<file path="src/rtl/score_display.sv">
// Two-score, time-multiplexed 7-segment driver for a common-anode display.
// A free-running refresh counter chooses between the two scores. Segments and digit selects are active-low.
module score_display #(
    parameter int CNT_WIDTH = 21,
    parameter int SEL_BIT   = 18
) (
    input  logic       clock,
    input  logic       reset,
    input  logic       enable,
    input  logic [3:0] scor1,
    input  logic [3:0] scor2,
    output logic [7:0] out,
    output logic [3:0] dec
);

    logic [CNT_WIDTH-1:0] count_q, count_d;
    logic [7:0]           out_q, out_d;
    logic [3:0]           dec_q, dec_d;
    logic                 sel;

    // BCD value to active-low segments {dp, g..a}. Non-BCD inputs show a distinct error glyph.
    function automatic logic [7:0] seg_decode(input logic [3:0] value);
        logic [7:0] pattern;
        case (value)
            4'd0:    pattern = 8'hC0;
            4'd1:    pattern = 8'hF9;
            4'd2:    pattern = 8'hA4;
            4'd3:    pattern = 8'hB0;
            4'd4:    pattern = 8'h99;
            4'd5:    pattern = 8'h92;
            4'd6:    pattern = 8'h82;
            4'd7:    pattern = 8'hF8;
            4'd8:    pattern = 8'h80;
            4'd9:    pattern = 8'h90;
            default: pattern = 8'h0A;
        endcase
        return pattern;
    endfunction

    assign sel = count_q[SEL_BIT];

    always_comb begin
        count_d = count_q;
        if (enable) begin
            count_d = count_q + CNT_WIDTH'(1);
        end
        out_d = sel ? seg_decode(scor2) : seg_decode(scor1);
        // Score 1 is shown on digit 1 and score 2 on digit 3. All digits are dark while the display is disabled.
        if (!enable) begin
            dec_d = 4'b1111;
        end else if (sel) begin
            dec_d = 4'b0111;
        end else begin
            dec_d = 4'b1101;
        end
    end

    always_ff @(posedge clock or posedge reset) begin
        if (reset) begin
            count_q <= '0;
            out_q   <= 8'hFF;
            dec_q   <= 4'b1111;
        end else begin
            count_q <= count_d;
            out_q   <= out_d;
            dec_q   <= dec_d;
        end
    end

    assign out = out_q;
    assign dec = dec_q;

endmodule

</file>
<file path="config.mk">
export PLATFORM = sky130hd
export DESIGN_NAME = score_display
export DESIGN_NICKNAME = d
export VERILOG_FILES = /design/src/rtl/score_display.sv
export SDC_FILE = /design/constraint.sdc
export NUM_CORES = 1
export LEC_CHECK = 0
export CAP_MARGIN = 10
export CELL_PAD_IN_SITES_DETAIL_PLACEMENT = 1
export CELL_PAD_IN_SITES_GLOBAL_PLACEMENT = 1
export CORE_MARGIN = 10
export CORE_UTILIZATION = 41
export DETAILED_ROUTE_END_ITERATION = 12
export PLACE_DENSITY_LB_ADDON = 0.12
export RECOVER_POWER = 100
export SYNTH_ARGS = -nofsm -noshare
export SYNTH_HDL_FRONTEND = slang
export SYNTH_SLANG_ARGS = --single-unit
</file>
<file path="constraint.sdc">
create_clock -name clock -period 1.5 [get_ports clock]
set_input_delay 0.45 -clock clock [delete_from_list [all_inputs] [get_ports clock]]
set_output_delay 0.45 -clock clock [all_outputs]
set_load 0.03 [all_outputs]
</file>
Word level (Yosys, flattened, before mapping):

Memory sizes are Yosys's and may differ from the RTL's.
Cells that the tools add are included.

* add/subtract/negate cells: 1
* multipliers: 0
* divide/modulo/power cells: 0
* $lt $le $gt $ge: 0
* equal/unequal tests: 0
* shift operators: 0
* muxes and demuxes: 3
* bitwise operators: 0
* reduce and logical (&&, ||, !) cells: 0

Operators by type and width (count)
* $add 21x1->21 const B: 1
* $mux 4: 2
* $mux 8: 1

* register bits after elaboration: 33
* bits in latches: 0
* RAM bits: 0
* memory bits (read-only): 256
* bits of input ports: 11
* output and inout port bits: 12
* word-level logic and storage cells: 9
* memories: 2

Memories
* (no name shown): words 16, width 8, read ports 1, clocked after Yosys merged registers in 0, write ports 0, line 24 `case (value)`
* (no name shown): words 16, width 8, read ports 1, clocked after Yosys merged registers in 0, write ports 0, line 24

Longest topological paths before layout:

* depth after elaboration: 2
* depth in mapped cells: 6
* mapped depth without buffers: 6

Worst setup path after synthesis:

OpenSTA, ideal clock, no wires.

* path kind: input -> register
* start point: input enable
* end point: register count_q[12]
* library setup time: 0.079 ns
* data arrival time: 1.236 ns
* required time: 1.421 ns
* slack: 0.185 ns
* cell stages on the path: 5
* buffers on the path: 1
* path through: buf_4 -> nand3_2 -> or2_4 -> nor3_2 -> xor2_1

RTL lines
* start, declared: line 9 `input logic enable,`
* end signal, assigned: line 64 `count_q <= count_d;`
* end, declared: line 16 `logic [CNT_WIDTH-1:0] count_q, count_d;`

Worst setup path in the final report:

* start point: input scor2[0]
* end point: register out_q[4] (netlist: out[4])

* cells in the longest elaborated chain, start to end: 2

RTL lines
* start, declared: line 11 `input logic [3:0] scor2,`
* $mem_v2 16x8
* $mux 8: line 47 `out_d = sel ? seg_decode(scor2) : seg_decode(scor1);`
* named net out_d[4]: line 17 `logic [7:0] out_q, out_d;`
* end signal, assigned: line 65 `out_q <= out_d;`
* end, declared: line 17

The timed path passes the listed nets, and every way through them passes these cells.
A chain may end at the register's enable or synchronous reset.

==> flow_metrics.py <==
metrics = {
    "synthesis": {
        "yosysWarnings": 0,
        "ys_seq_elements": 29,
        "syn_inst": 142,
        "yosysSeqAreaShare_pct": 49.0,
        "avgSynthCellArea_um2": 10.6,
        "syn-cell-area_um2": 1510,
        "ys_types": 33,
    },
    "timing": {
        "drv_slew": 0,
        "final_hold_viol_count": 0,
        "timing.final.crit_period_ns": 1.45,
        "fmax_ghz": 0.688,
        "min_period_over_period_pct": 96.8,
        "hold_slack_ns": 0.470,
        "finalSetupTns_ns": 0,
        "fin_skew_ns": 0.00539,
        "setup_viol": 0,
    },
    "global_routing": {
        "grt_pass1_vias": 1324,
        "grt_overflow": 0,
        "grt_max_degree": 18,
        "grt_first_pass_wirelength_um": 6370,
        "antenna_found_initial": 0,
        "grt_usage_pct": 12.9,
    },
    "cts": {
        "clkLatencyLatePin_ns": 0.28,
        "cts_tree": "built",
        "numClockSinks": 29,
        "cts_root_buffer": "clkbuf_8",
        "cts_hold_buf": 0,
        "cts-buffers-inserted": 5,
        "clockBufferDepth": 2,
        "cts.clk_slew.worst_paths_ns": 0.06,
        "htree_levels": 2,
    },
    "final_layout": {
        "antenna_cells": 0,
        "drive_above_1_share_pct": 36.2,
        "syn_to_final_growth_pct": 34.7,
        "fin_area_um2": 2030,
        "post-route-util_pct": 59.0,
        "finalNetCount": 209,
    },
    "placement": {
        "post_dp_cell_area_um2": 1880,
        "port_buffers": 20,
        "dpl.hpwl_um": 2990,
        "gp_congestion": 0.794,
    },
    "die": {
        "initial_core_util_pct": 43.8,
        "die-height_um": 80.6,
        "io_pins": 23,
        "coreArea_um2": 3440,
        "rows": 21,
        "dieArea_um2": 6500,
        "dieWidth_um": 80.6,
    },
    "routing": {
        "drc": 0,
        "firstDrtPassIters": 4,
        "viasPerCell": 4.98,
        "wl_per_cell_um": 16.0,
        "drtIter0Drc": 42,
        "ant_nets": 0,
        "routed_wl_um": 3750,
        "vias": 1165,
    },
    "power_and_ir_drop": {
        "ir_worst_vdd_uv": 405,
        "pwr_density_cell_nw_per_um2": 1120,
        "leakagePower_uw": 0.000979,
        "power_uw": 2270,
    },
    "critical_path": {
        "worstSetupStartpointType": "input pin",
        "rr_startpoint": "count_q[0]$_DFFE_PP0P_",
        "r2r_cells": 6,
        "crit_path_max_fanout": 3,
        "crit_arrival_ns": 1.67,
        "cp-startpoint": "scor2[0]",
        "critPathRequiredTime_ns": 1.72,
        "crit_type": "in -> reg",
        "cp-end-kind": "flop",
    },
    "status": {
        "outcome": "finished, final reports clean",
    },
    "hold_path": {
        "holdCritStartpoint": "count_q[16]$_DFFE_PP0P_",
        "whs_path_depth": 1,
        "hold_path.class": "reg -> reg",
    },
    "job": {
        "cap_violations": 0,
    },
}
-- logic make-up after synthesis --
group	share of synthesized area (%)
AND/OR/NAND/NOR	16.9
other	0.249
flip-flops	49.0
buffers and inverters	4.65
multiplexers	0.747
AO/OA/AOI/OAI	8.89
adder cells (fa/ha/maj)	9.14
XOR/XNOR	10.5
-- critical path, cell delays in order --
cell and delay [ns]:
clkdlybuf4s50_1 0.47, inv_1 0.10, ha_2 0.21, a211oi_2 0.23, a21oi_1 0.09, a21oi_2 0.12
-- through the flow --
stage,setup slack [ns],instances
2_1_floorplan,0.185,143
3_3_place_gp,-0.350,225
3_5_place_dp,-0.392,225
4_1_cts,-0.00416,233
5_1_grt,-0.0361,234
6_report,0.0474,234
-- power by group --
group	total, uW	switching (uW)	internal [uW]	leakage (uW)
logic	433	223	209	0.000563
clock network	844	303	541	0.0000585
registers	993	89.8	903	0.000358
total	2270	616	1650	0.000979
-- synthesized netlist by cell type --
cell type | number | area, um^2
dfrtp_1 | 19 | 475
nor2_1 | 12 | 45.0
ha_1 | 11 | 138
xnor2_1 | 11 | 96.3
dfstp_2 | 10 | 263
nand2_1 | 10 | 37.5
inv_1 | 9 | 33.8
a21oi_1 | 7 | 35.0
xor2_1 | 7 | 61.3
and3_1 | 5 | 31.3
a211oi_1 | 4 | 30.0
o21ai_0 | 4 | 20.0
buf_4 | 3 | 22.5
nand2b_1 | 3 | 18.8
nand4_1 | 3 | 18.8
nor2b_1 | 3 | 18.8
a21o_1 | 2 | 15.0
buf_2 | 2 | 10.0
nand3_1 | 2 | 10.0
nand3_2 | 2 | 20.0
a32o_1 | 1 | 10.0
and4_1 | 1 | 8.76
clkbuf_1 | 1 | 3.75
conb_1 | 1 | 3.75
mux2_2 | 1 | 11.3
nand4_2 | 1 | 12.5
nor2_2 | 1 | 6.26
nor3_2 | 1 | 10.0
nor3b_1 | 1 | 7.51
o22a_1 | 1 | 8.76
o22ai_1 | 1 | 6.26
o32ai_1 | 1 | 8.76
or2_4 | 1 | 8.76
-- layer usage --
layer  wire length (um)  global-route usage, %  part of all wire, %
met5                  0                      0                    0
met4                 75                   7.22                  2.0
met3                 97                   3.45                  2.6
met2               2180                   24.8                   58
met1               1390                   11.8                   37
-- layout by cell type (no fill, tap or decap), drive strengths merged, types with 5 or more instances in the layout --
cell type	count
buf	25
inv	9
xnor2	11
xor2	7
nor2	13
and3	5
nand2	10
dfstp	10
ha	11
dfrtp	19
a21oi	7
clkdlybuf4s50	5
clkbuf	15
-- flip-flops by register name (all words and copies together), names as in the netlist --
name     count
dec          2
out          8
count_q     19
-- repair_timing --
action / in CTS / in global routing
endpoints found under the setup margin: 6 / 7
setup buffers: 0 / 1
pin swaps: 1 / 1
gates resized for setup: 5 / 21
gates cloned: 0 / 0
-- path summary, 6_finish.rpt --
path / slack [ns] / end
max in group asynchronous: 0.28 / out[7]$_DFF_PP1_
setup reg to reg: 0.08 / count_q[8]$_DFFE_PP0P_
min in group asynchronous: 0.75 / out[5]$_DFF_PP1_
hold / removal: 0.47 / count_q[16]$_DFFE_PP0P_
setup / recovery: 0.05 / out[4]$_DFF_PP1_
hold reg to reg: 0.47 / count_q[16]$_DFFE_PP0P_
-- layout make-up --
cell class                 count  area, um^2
clock buffer                   7        86.3
clock inverter                 1        30.0
fill                         393        1410
inverter                       9        33.8
multi-input combinational     99         774
sequential                    29         738
tap                           46        57.6
timing repair buffer          43         309
Power figures use the tool's default switching activity.
